==> config.mk <==
export PLATFORM = sky130hd
export DESIGN_NAME = mdu_seq
export DESIGN_NICKNAME = d
export VERILOG_FILES = /design/src/rtl/mdu_seq.sv
export SDC_FILE = /design/constraint.sdc
export NUM_CORES = 1
export LEC_CHECK = 0
export ABC_AREA = 0
export ABC_CLOCK_PERIOD_IN_PS = 3930
export BUFFER_PORTS_ARGS = -buffer_cell sky130_fd_sc_hd__buf_2
export CORE_MARGIN = 4
export CORE_UTILIZATION = 25
export CTS_CLUSTER_DIAMETER = 60
export CTS_CLUSTER_SIZE = 8
export DETAILED_ROUTE_END_ITERATION = 10
export GPL_TIMING_DRIVEN = 0
export PLACE_DENSITY_LB_ADDON = 0.1
export REMOVE_ABC_BUFFERS = 1
export SLEW_MARGIN = 30
export SYNTH_ARGS = -nofsm -noshare
export SYNTH_HDL_FRONTEND = slang
export SYNTH_SLANG_ARGS = --single-unit
==> constraint.sdc <==
create_clock -name clk -period 3.93 [get_ports clk]
set_clock_uncertainty 0.1 [all_clocks]
set_input_delay 0.5895 -clock clk [delete_from_list [all_inputs] [get_ports clk]]
set_output_delay 0.5895 -clock clk [all_outputs]
set_load 0.05 [all_outputs]
==> src/rtl/mdu_seq.sv <==
// Iterative multiply/divide sequencer owning HI/LO: radix-2 shift-add multiply,
// restoring divide, sign fix-up in a final cycle, combinational PC stall.
module mdu_seq #(
   parameter int unsigned WIDTH = 32,
   parameter int unsigned CNT_W = 6
) (
   input  logic             clk,
   input  logic             rst,
   input  logic             start,
   input  logic [1:0]       op,
   input  logic [WIDTH-1:0] a,
   input  logic [WIDTH-1:0] b,
   input  logic             mthi,
   input  logic             mtlo,
   output logic [WIDTH-1:0] hi,
   output logic [WIDTH-1:0] lo,
   output logic             busy,
   output logic             done,
   output logic             stall
);

   typedef enum logic [1:0] {IDLE, CALC, FIX} state_t;

   state_t             state_q, state_d;
   logic               div_q, div_d;
   logic               sa_q, sa_d, sb_q, sb_d;
   logic [WIDTH-1:0]   mb_q, mb_d;
   logic [2*WIDTH-1:0] acc_q, acc_d;
   logic [CNT_W-1:0]   cnt_q, cnt_d;
   logic [WIDTH-1:0]   hi_q, hi_d, lo_q, lo_d;
   logic               done_q, done_d;

   logic               accept, sa_in, sb_in;
   logic [WIDTH-1:0]   abs_a, abs_b;
   logic [WIDTH:0]     mul_sum, div_sh, div_diff;
   logic               div_ge;
   logic [WIDTH-1:0]   rem_new;
   logic [2*WIDTH-1:0] prod_fix;
   logic [WIDTH-1:0]   quo_fix, rem_fix;

   assign accept = (state_q == IDLE) && start && !done_q;
   assign sa_in  = op[0] & a[WIDTH-1];
   assign sb_in  = op[0] & b[WIDTH-1];
   assign abs_a  = sa_in ? -a : a;
   assign abs_b  = sb_in ? -b : b;

   // Multiply: acc = {partial product, remaining multiplier bits}
   assign mul_sum  = {1'b0, acc_q[2*WIDTH-1:WIDTH]} + (acc_q[0] ? {1'b0, mb_q} : '0);
   // Divide: acc = {remainder, dividend bits shifting into quotient}
   assign div_sh   = {acc_q[2*WIDTH-1:WIDTH], acc_q[WIDTH-1]};
   assign div_diff = div_sh - {1'b0, mb_q};
   assign div_ge   = div_sh >= {1'b0, mb_q};
   assign rem_new  = div_ge ? div_diff[WIDTH-1:0] : div_sh[WIDTH-1:0];

   // A zero divisor leaves the remainder equal to |a|, so the sign fix restores a itself
   assign prod_fix = (sa_q ^ sb_q) ? -acc_q : acc_q;
   assign quo_fix  = (mb_q == '0) ? '1 :
                     ((sa_q ^ sb_q) ? -acc_q[WIDTH-1:0] : acc_q[WIDTH-1:0]);
   assign rem_fix  = sa_q ? -acc_q[2*WIDTH-1:WIDTH] : acc_q[2*WIDTH-1:WIDTH];

   always_comb begin
      state_d = state_q;
      div_d   = div_q;
      sa_d    = sa_q;
      sb_d    = sb_q;
      mb_d    = mb_q;
      acc_d   = acc_q;
      cnt_d   = cnt_q;
      hi_d    = hi_q;
      lo_d    = lo_q;
      done_d  = 1'b0;
      unique case (state_q)
         IDLE: begin
            if (accept) begin
               div_d   = op[1];
               sa_d    = sa_in;
               sb_d    = sb_in;
               mb_d    = op[1] ? abs_b : abs_a;
               acc_d   = {{WIDTH{1'b0}}, (op[1] ? abs_a : abs_b)};
               cnt_d   = CNT_W'(WIDTH);
               state_d = CALC;
            end else begin
               if (mthi) hi_d = a;
               if (mtlo) lo_d = a;
            end
         end
         CALC: begin
            acc_d = div_q ? {rem_new, acc_q[WIDTH-2:0], div_ge}
                          : {mul_sum, acc_q[WIDTH-1:1]};
            cnt_d = cnt_q - 1'b1;
            if (cnt_q == CNT_W'(1)) state_d = FIX;
         end
         FIX: begin
            if (div_q) begin
               hi_d = rem_fix;
               lo_d = quo_fix;
            end else begin
               hi_d = prod_fix[2*WIDTH-1:WIDTH];
               lo_d = prod_fix[WIDTH-1:0];
            end
            done_d  = 1'b1;
            state_d = IDLE;
         end
         default: state_d = IDLE;
      endcase
   end

   always_ff @(posedge clk or negedge rst) begin
      if (!rst) begin
         state_q <= IDLE;
         div_q   <= 1'b0;
         sa_q    <= 1'b0;
         sb_q    <= 1'b0;
         mb_q    <= '0;
         acc_q   <= '0;
         cnt_q   <= '0;
         hi_q    <= '0;
         lo_q    <= '0;
         done_q  <= 1'b0;
      end else begin
         state_q <= state_d;
         div_q   <= div_d;
         sa_q    <= sa_d;
         sb_q    <= sb_d;
         mb_q    <= mb_d;
         acc_q   <= acc_d;
         cnt_q   <= cnt_d;
         hi_q    <= hi_d;
         lo_q    <= lo_d;
         done_q  <= done_d;
      end
   end

   assign hi    = hi_q;
   assign lo    = lo_q;
   assign busy  = (state_q != IDLE);
   assign done  = done_q;
   assign stall = (start & ~busy & ~done_q) | busy;

endmodule

==> results of run 1 <==
-- cells in the mapped netlist (all sizes together) (5+ instances only) --
library cell	count
ha	70
and2	12
buf	15
a22oi	26
a32oi	5
nand2	190
o21ai	186
xor2	71
nand3	33
and4	6
or3	16
nand2b	19
o41ai	5
a211oi	51
o21bai	9
nor2b	19
mux2i	45
a221oi	6
and3	19
nor2	181
xnor2	96
nor4	29
a31oi	33
a21oi	169
o21a	10
a22o	7
clkbuf	98
nand4	7
a21boi	6
or4	11
o211ai	37
o22ai	36
o31ai	20
nor3	40
a21o	33
dfrtp	172
inv	77
-- kinds of logic (layout without fill, tap and decap cells) --
kind of cell | after synthesis | in the layout | synth area share
AOI/OAI and AO/OA | 670 | 670 | 0.2788
and+or+nand+nor | 596 | 596 | 0.1895
buffers and inverters | 191 | 267 | 0.04859
DFF | 172 | 172 | 0.2897
xor gates and xnor gates | 167 | 167 | 0.09844
adders and majority gates | 72 | 72 | 0.06164
muxes | 49 | 49 | 0.03335
-- cells in the final DEF, fill, tap and decap left out, types with 15 or more instances in the layout --
cell type	count
clkbuf_16	17
nor2_1	177
o31ai_1	20
ha_1	70
a31oi_1	32
a21oi_1	168
nand2_1	187
o21ai_0	176
o22ai_1	36
nor2b_1	18
dfrtp_1	171
mux2i_1	45
a21o_1	33
and3_1	19
inv_1	73
o211ai_1	37
xor2_1	70
or3_1	15
xnor2_1	94
a211oi_1	47
nor3_1	39
buf_2	135
nand3_1	33
nand2b_1	17
a22oi_1	26
nor4_1	24
-- where the power goes --
part / internal (mW) / leakage (nW) / switching, mW
combinational: 4.62 / 4.94 / 7.83
sequential: 2.67 / 2.08 / 1.39
clock: 0.907 / 0.271 / 0.834
total: 8.20 / 7.29 / 10.1
-- per-stage QoR --
stage / instance area [µm²] / hold slack, ns / power, mW
2_1_floorplan: 14430 / 0.1939 / 12.29
3_3_place_gp: 16080 / 0.3571 / 16.11
3_5_place_dp: 16630 / 0.3659 / 16.36
4_1_cts: 17270 / 0.3188 / 18.29
5_1_grt: 17320 / 0.3563 / 19.75
6_report: 17320 / 0.3488 / 18.25
-- repair_timing --
action,4_1_cts,5_1_grt
setup endpoints to repair,62,38
setup buffers,0,1
pin swaps,0,1
gates cloned,0,0
hold endpoints to repair,46,0
gates resized for setup,16,5
hold buffers,1,0
-- registers in the layout, summed over array words and instances (netlist names) --
name,count
acc_q,64
lo,32
sb_q,1
div_q,1
mb_q,32
state_q,2
hi,32
done,1
cnt_q,6
sa_q,1
-- final cells by class --
type                            count  area share
Multi-Input combinational cell   1554      0.5793
Sequential cell                   172      0.2487
Timing Repair Buffer              158     0.06674
Tap cell                          773     0.05583
Clock buffer                       22     0.02680
Inverter                           78     0.01741
Clock inverter                      9    0.005273
-- per-layer routing --
metal | up-vias | routed length [µm] | share of wire | GRT usage
li1 | 7129 | - | - | -
met1 | 7153 | 29460 | 0.47 | 0.2627
met2 | 315 | 29510 | 0.47 | 0.3232
met3 | 51 | 1959 | 0.031 | 0.01886
met4 | 0 | 1326 | 0.021 | 0.05281
met5 | - | 0 | 0 | 0
-- how the worst max path moves through the flow --
stage / from / end / slack (ns) / cells after the start
3_5_place_dp: acc_q[0] / acc_q[60] / -0.75 / 12
4_1_cts: div_q / lo[27] / 0.002 / 10
5_1_grt: acc_q[0] / acc_q[62] / -0.04 / 12
2_1_floorplan: state_q[1] / hi[11] / -0.61 / 8
3_3_place_gp: state_q[1] / acc_q[37] / -4.33 / 4
6_report: acc_q[0] / acc_q[62] / 0.12 / 12
-- worst register-to-register path, stage by stage, from the launching register on --
cell and delay (ns):
dfrtp_1 0.50, inv_6 0.29, nor2_1 0.14, ha_1 0.49, and4_1 0.32, and3_1 0.21
nand3_1 0.16, a211oi_2 0.51, a2111oi_4 0.13, nor4_1 0.49, mux2i_1 0.25, nand2_1 0.07
nand3_1 0.09
==> out/summary.txt, run 1 <==
Post-synthesis async set-or-reset flop share: 1.000
Yosys Warn Count: 0
DR WL/cell: 22.51 µm
Max incr delay on CP: 0.51 ns
Worst Path Buf+Inv: 1
Storage cell area: 4308 µm²
Routed Antenna Nets: 0
Finished Core Util: 0.2941
Synthesized area: 14860 µm²
GRT Overall Usage: 0.1916
Worst Hold Launch: b[31]
Req. time, crit path: 4.23 ns
Placement Rows: 89
Actual slew at the worst max-slew pin: 1.009 ns
Final Slew Violations: 0
GPL Wtd Cong: 0.8636
Initial antenna violation count: 1
Seq/Total Area, Yosys: 0.2897
Rel. slew slack: 0.3262
Fill cell count: 6372
Share of post-route cells with drive strength above 1: 0.1184
Overflow after GRT: 0
Routed wire length: 62.26 mm
R2r setup slk: 0.12 ns
Slowest cell on crit path: a211oi_2
Number of global-route vias before repair: 14420
Placed insts: 2733
Vias: 14650
Syn avg cell area: 7.751 µm²
Clk root buf: clkbuf_16
Initial detailed-routing violation count: 838
First-pass GRT wire length: 93.12 mm
Clk_lat worst skew: 0.47 ns
#FFs+latches synth: 172
Capturing point of the worst reg2reg path: acc_q[62]
Crit Path Category: flop to flop
Synth Flop Type: dfrtp_1
IO Port Bufs: 137
Max_cap viols: 0
Worst slack, placed: -0.7482 ns
Cell repeated most along the worst path: nand3_1
Die Y: 251.8 µm
Vias per std cell: 5.296
Pre-Repair DR Iteration Count: 5
Max Fclk: 262.8 MHz
CP top delay family: simple AND/OR/NAND/NOR gates
Bufs on Longest Clock Path: 2
Area share of the largest cell type after synthesis: 0.2897
Layout Nets: 2124
Post-synth EDFFs: 0
Worst Path Arrival: 4.11 ns
Total core area: 58910 µm²
CTS H-tree lvls: 4
Worst setup EP type: flop
CP max FO: 31
Fin. Hold Viols: 0
Period utilization: 0.9683
Final setup margin: 0.1246 ns
R2R cell count: 12
Worst-path cell chain: inv_6 > nor2_1 > ha_1 > and4_1 > and3_1 > nand3_1 > a211oi_2 > a2111oi_4 > nor4_1 > mux2i_1 > nand2_1 > nand3_1
HPWL after DPL: 48.23 mm
Yosys cell types: 75
Synth-to-Final Area Change: 16.59%
Outcome: completed
Sink Count: 172
Final setup fails: 0
RSZ-0062 raised after global routing: true
Setup crit start kind: flop
Setup TNS: 0 ns
WHS Path Cells: 3
Clock-pin slew on the worst setup and hold paths: 0.07 ns
Initial Utilization: 0.2522
Area taken by multi-input logic gates: 10030 µm²
Synth area leaders: dfrtp_1 29%, o21ai_0 5.9%, ha_1 5.9%
Die footprint: 63400 µm²
Largest net degree at the start of global routing: 73
Residual DRC: 0
N_diodes: 0
I/O pin count: 138
Post-Synthesis Cells: 1917
Die Wd: 251.8 µm
Tmin final: 3.805 ns
Leakage: 7.287 nW
VDD IR-drop max: 0.4002 mV
Cell accounting for the most synthesized area: dfrtp_1
TritonCTS buffer count: 17
Pwr/cell area: 1053 nW/µm²
Non-filler cells, final: 2766
CTS tree: yes
Reg-to-Reg Start: acc_q[0]
Hold EP: mb_q[31]
Hold Crit Class: input pin to flop
No activity file was read; power rests on OpenSTA's default activity.
==> inputs of run 2 (changes only) <==
--- a/config.mk
+++ b/config.mk
@@ -6,15 +6,16 @@
 export NUM_CORES = 1
 export LEC_CHECK = 0
 export ABC_AREA = 0
-export ABC_CLOCK_PERIOD_IN_PS = 3930
+export ABC_CLOCK_PERIOD_IN_PS = 3100
 export BUFFER_PORTS_ARGS = -buffer_cell sky130_fd_sc_hd__buf_2
-export CORE_MARGIN = 4
+export CORE_MARGIN = 2
 export CORE_UTILIZATION = 25
 export CTS_CLUSTER_DIAMETER = 60
 export CTS_CLUSTER_SIZE = 8
 export DETAILED_ROUTE_END_ITERATION = 10
 export GPL_TIMING_DRIVEN = 0
 export PLACE_DENSITY_LB_ADDON = 0.1
+export RECOVER_POWER = 100
 export REMOVE_ABC_BUFFERS = 1
 export SLEW_MARGIN = 30
 export SYNTH_ARGS = -nofsm -noshare
==> constraint.sdc (replaced) <==
create_clock -name clk -period 3.1 [get_ports clk]
set_clock_uncertainty 0.1 [all_clocks]
set_input_delay 0.465 -clock clk [delete_from_list [all_inputs] [get_ports clk]]
set_output_delay 0.465 -clock clk [all_outputs]
set_load 0.05 [all_outputs]
==> run 2 against run 1 <==
  * The run now ends with negative setup slack left
  * Sequential cell count is the same
  * Non-clock buffer count grew 63
  * Register-to-register slack lost 0.33 ns
  * Total power grew 37%
  * Cell count grew 2.4%
  * Combinational power grew 43%
  * Critical endpoint is now acc_q[63]
  * Largest cell class unchanged
  * Largest power group unchanged
==> out/summary.txt, run 2 (same netlist as run 1, synthesis figures left out) <==
Initial antenna violation count: 1
Overflow after GRT: 0
CTS H-tree lvls: 4
Max incr delay on CP: 0.56 ns
R2R cell count: 13
Routed Antenna Nets: 0
Vias: 14930
Pwr/cell area: 1361 nW/µm²
Die Wd: 247.8 µm
Initial Utilization: 0.2522
Crit Path Category: flop to flop
Rel. slew slack: 0.2075
Power consumption: 25.03 mW
VDD IR-drop max: 0.4869 mV
DR WL/cell: 22.45 µm
Actual slew at the worst max-slew pin: 1.189 ns
Sink Count: 172
Clock-pin slew on the worst setup and hold paths: 0.08 ns
Minimum hold slack: 0.2248 ns
DP Area: 16660 µm²
Commonest non-fill, non-tap cells in the layout: 186 x nand2_1, 173 x nor2_1, 162 x o21ai_0
Clk_lat worst skew: 0.47 ns
CP max FO: 5
Outcome: finished, violations left
CP top delay family: compound AO/OA/AOI/OAI gates
Residual DRC: 0
Commonest non-fill, non-tap cell in the layout: nand2_1
CP startpoint: acc_q[0]
Worst Path Arrival: 3.54 ns
First-pass GRT wire length: 95.54 mm
TritonCTS buffer count: 17
Final Slew Violations: 0
Hold Crit Class: input pin to flop
Vias per std cell: 5.271
Clk root buf: clkbuf_16
Max_cap viols: 0
Layout Nets: 2190
N_diodes: 0
Design area: 18390 µm²
Final setup margin: -0.2011 ns
Critical Path End: acc_q[63]
Worst Path Buf+Inv: 1
Failing checks: negative setup slack
Largest net degree at the start of global routing: 72
Max reg flops: 64
Capturing point of the worst reg2reg path: acc_q[63]
Die Y: 247.8 µm
CTS tree: yes
GPL Wtd Cong: 0.8637
Bufs on Longest Clock Path: 2
Period utilization: 1.065
Die footprint: 61400 µm²
Leakage: 7.381 nW
CP Depth: 13
RSZ-0062 raised after global routing: true
Placement Rows: 89
Final setup fails: 59
HPWL after DPL: 47.60 mm
Storage cell area: 4353 µm²
Worst-path cell chain: and2_4 > ha_2 > inv_1 > fa_2 > nand2b_4 > a21oi_2 > o41ai_4 > a31oi_4 > a21o_1 > a211oi_4 > o221ai_2 > a211oi_2 > o31ai_1
Share of post-route cells with drive strength above 1: 0.1806
Number of global-route vias before repair: 14850
I/O pin count: 138
Slowest cell on crit path: dfrtp_4
Area taken by multi-input logic gates: 10680 µm²
Setup TNS: -4.013 ns
Reg with most FFs: acc_q
Worst setup EP type: flop
Tmin final: 3.301 ns
Initial detailed-routing violation count: 918
Fin. Hold Viols: 0
Total core area: 58910 µm²
R2r setup slk: -0.20 ns
Setup crit start kind: flop
Fill cell count: 6299
Synth-to-Final Area Change: 23.75%
Req. time, crit path: 3.34 ns
Routed wire length: 63.61 mm
Pre-Repair DR Iteration Count: 6
GRT Overall Usage: 0.2072
Max Fclk: 302.9 MHz
IO Port Bufs: 137
Reg-to-Reg Start: acc_q[0]
## run 2: changes by cell type in the layout (fill, tap and decap cells not counted), sizes merged, moves of 2 or more
cell      before  now
buf          157  142
clkbuf        22   96
clkinvlp       1    3
inv           78   84
## run 2: worst min path at each step
stage,from,endpoint,slack [ns],depth (start not counted)
5_1_grt,b[31],mb_q[31],0.23,3
3_5_place_dp,rst,lo[7],0.28,1
4_1_cts,b[31],mb_q[31],0.19,3
6_report,a[30],hi[30],0.22,3
2_1_floorplan,rst,acc_q[0],0.07,0
3_3_place_gp,lo[16],lo[16],0.36,2
## run 2: final cells by class
| cell class | count | share of cell area |
|---|---|---|
| Multi-Input combinational cell | 1556 | 0.5809 |
| Sequential cell | 172 | 0.2367 |
| Timing Repair Buffer | 221 | 0.08118 |
| Tap cell | 773 | 0.05260 |
| Clock buffer | 18 | 0.02334 |
| Inverter | 78 | 0.01715 |
| Clock inverter | 14 | 0.007213 |
| Timing Repair inverter | 1 | 0.0008847 |
## run 2: worst reg2reg max path, stage by stage, from the launching register on
cell	delay, ns
dfrtp_4	0.56
and2_4	0.17
ha_2	0.19
inv_1	0.07
fa_2	0.20
nand2b_4	0.14
a21oi_2	0.09
o41ai_4	0.42
a31oi_4	0.18
a21o_1	0.25
a211oi_4	0.35
o221ai_2	0.15
a211oi_2	0.20
o31ai_1	0.10
## run 2: timing repair
action / CTS / global route
cloned: 3 / 0
pin swaps: 31 / 29
endpoints found under the setup margin: 115 / 71
buffers inserted: 36 / 27
hold endpoints to repair: 42 / 0
hold buffers: 1 / 0
resized for setup: 142 / 78
## run 2: report_power, final
part / total [mW] / internal [mW] / switching [mW]
sequential: 5.08 / 3.43 / 1.64
clock: 2.22 / 1.06 / 1.16
combinational: 17.7 / 6.83 / 10.9
## run 2: metrics by stage
stage	worst slack, ns	utilization	cells
floorplan	-1.437	-	1804
global placement	-5.266	0.2730	2714
detailed placement	-1.337	0.2828	2734
CTS	-0.2193	0.3080	2806
global route	-0.3538	0.3121	2833
finish	-0.2011	0.3121	2833
## run 2: routing by layer
layer  vias to the layer above  global-route usage  share of wire
li1                       7264                   -              -
met1                      7280              0.2814           0.47
met2                       320              0.3474           0.48
met3                        68             0.01817          0.033
met4                         0             0.06287          0.025
met5                         -                   0              0
==> inputs of run 3 (changes only) <==
--- a/config.mk
+++ b/config.mk
@@ -6,13 +6,14 @@
 export NUM_CORES = 1
 export LEC_CHECK = 0
 export ABC_AREA = 0
-export ABC_CLOCK_PERIOD_IN_PS = 3100
+export ABC_CLOCK_PERIOD_IN_PS = 3500
 export BUFFER_PORTS_ARGS = -buffer_cell sky130_fd_sc_hd__buf_2
 export CORE_MARGIN = 2
 export CORE_UTILIZATION = 25
 export CTS_CLUSTER_DIAMETER = 60
 export CTS_CLUSTER_SIZE = 8
 export DETAILED_ROUTE_END_ITERATION = 10
+export GPL_ROUTABILITY_DRIVEN = 0
 export GPL_TIMING_DRIVEN = 0
 export PLACE_DENSITY_LB_ADDON = 0.1
 export RECOVER_POWER = 100
==> constraint.sdc (replaced) <==
create_clock -name clk -period 3.5 [get_ports clk]
set_clock_uncertainty 0.1 [all_clocks]
set_input_delay 0.525 -clock clk [delete_from_list [all_inputs] [get_ports clk]]
set_output_delay 0.525 -clock clk [all_outputs]
set_load 0.05 [all_outputs]
==> run 3 against run 2 <==
  * The run ends with max-capacitance violations, max-slew violations left
  * Largest power group unchanged
  * Critical path depth down 4
  * Via count is 1.9% lower
  * Clock power decreased by 9%
  * Critical path type is now input pin to flop
==> out/summary.txt, run 3 (same netlist as run 1, synthesis figures left out) <==
Clk root buf: clkbuf_16
Setup TNS: 0 ns
Layout Nets: 2136
Fill cell count: 6383
Leakage: 7.148 nW
DP Area: 16640 µm²
IO Port Bufs: 137
VDD IR-drop max: 0.4670 mV
Rel. slew slack: -0.1437
First-pass GRT wire length: 92.86 mm
Routing usage on met1: 0.2737
Clock-pin slew on the worst setup and hold paths: 0.07 ns
Max Fclk: 289.6 MHz
Largest net degree at the start of global routing: 87
Tmin final: 3.453 ns
Max reg flops: 64
Routed wire length: 62.04 mm
Pre-Repair DR Iteration Count: 6
Slowest cell on crit path: nor4_1
Crit Path Category: input pin to flop
CTS tree: yes
Die footprint: 61400 µm²
HPWL after DPL: 47.70 mm
Setup crit start kind: input pin
Residual DRC: 0
Max_cap viols: 1
CP max FO: 5
CTS H-tree lvls: 4
Die Wd: 247.8 µm
Actual slew at the worst max-slew pin: 1.716 ns
Minimum hold slack: 0.2710 ns
GRT Overall Usage: 0.2016
Met3 Usage GRT: 0.01719
Worst-path cell chain: clkbuf_1 > or4_1 > nor4_1 > and2_0 > nand2b_1 > o31ai_1 > xnor2_1 > mux2i_1 > o21ai_0
Period utilization: 0.9867
Req. time, crit path: 3.74 ns
Die Y: 247.8 µm
I/O pin count: 138
Worst Path Arrival: 3.69 ns
N_diodes: 0
Initial antenna violation count: 0
Vias: 14650
Worst setup EP type: flop
Hold Crit Class: input pin to flop
Bufs on Longest Clock Path: 2
Clk_lat worst skew: 0.48 ns
Commonest non-fill, non-tap cells in the layout: 188 x nand2_1, 178 x nor2_1, 172 x o21ai_0
Reg with most FFs: acc_q
Routed Antenna Nets: 0
Overflow after GRT: 0
Sink Count: 172
Share of post-route cells with drive strength above 1: 0.1102
Number of global-route vias before repair: 14420
Final setup fails: 0
Pwr/cell area: 1197 nW/µm²
RSZ-0062 raised after global routing: true
GRT Max-Usage Layer: met2
Failing checks: max-capacitance violations, max-slew violations
Initial Utilization: 0.2522
Outcome: finished, violations left
Initial detailed-routing violation count: 997
R2r setup slk: 0.12 ns
DR WL/cell: 22.32 µm
Commonest non-fill, non-tap cell in the layout: nand2_1
Met2 usage: 0.3372
Max incr delay on CP: 0.78 ns
Total core area: 58910 µm²
TritonCTS buffer count: 17
CP top delay family: simple AND/OR/NAND/NOR gates
Fin. Hold Viols: 0
Design area: 17570 µm²
Final Slew Violations: 87
Worst Path Buf+Inv: 1
Vias per std cell: 5.272
Synth-to-Final Area Change: 18.23%
Placement Rows: 89
-- run 3: cell types whose count changed in the layout (fill, tap and decap cells not counted), moves of 12 or more --
cell / change
dfrtp_1: +24
ha_1: +22
ha_2: -12
dfrtp_2: -24
buf_4: -47
-- run 3: per-layer routing --
layer  share of wire  vias up
met1            0.47     7126
met4           0.024        0
li1                -     7156
met2            0.48      299
met5               0        -
met3           0.029       70
-- run 3: cell type report --
cell class	instances	area [µm²]	area share
Tap cell	773	967.2	0.05506
Inverter	78	312.8	0.01781
Multi-Input combinational cell	1555	10270	0.5845
Clock buffer	17	425.4	0.02422
Clock inverter	15	155.1	0.008832
Sequential cell	172	4323	0.2461
Timing Repair Buffer	169	1116	0.06353
-- run 3: stage by stage --
step | setup slack, ns | power, mW | cells | utilization
floorplan | -1.037 | 13.80 | 1804 | -
global placement | -4.903 | 18.03 | 2714 | 0.2730
detailed placement | -0.9898 | 18.39 | 2733 | 0.2824
CTS | -0.01851 | 20.80 | 2772 | 0.2964
global route | -0.01314 | 22.70 | 2779 | 0.2982
finish | 0.04658 | 21.03 | 2779 | 0.2982
-- run 3: worst paths after layout --
check | from | to | cells after the start
worst min-delay path | b[31] | mb_q[31] | 3
worst max-delay path | a[5] | mb_q[25] | 9
min in group asynchronous | rst | lo[8] | 2
max in group asynchronous | rst | acc_q[31] | 3
worst min register to register | lo[22] | lo[22] | 2
worst max register to register | mb_q[16] | acc_q[58] | 12
-- run 3: worst min-delay path, cell delays in order --
cell and delay [ns]:
buf_2 0.13, nand3_1 0.08, a31oi_1 0.08
-- run 3: timing repair --
| action | 4_1_cts | 5_1_grt |
|---|---|---|
| cloned | 1 | 0 |
| endpoints found under the setup margin | 91 | 26 |
| hold buffers | 1 | 0 |
| pin swaps | 4 | 16 |
| endpoints found under the hold margin | 46 | 0 |
| gates resized for setup | 46 | 38 |
| setup buffers | 5 | 7 |
-- run 3: power breakdown --
group | switching [mW] | internal, mW | leakage (nW)
Combinational | 9.03 | 5.37 | 4.80
Sequential | 1.58 | 3.01 | 2.06
Clock | 1.02 | 1.01 | 0.282
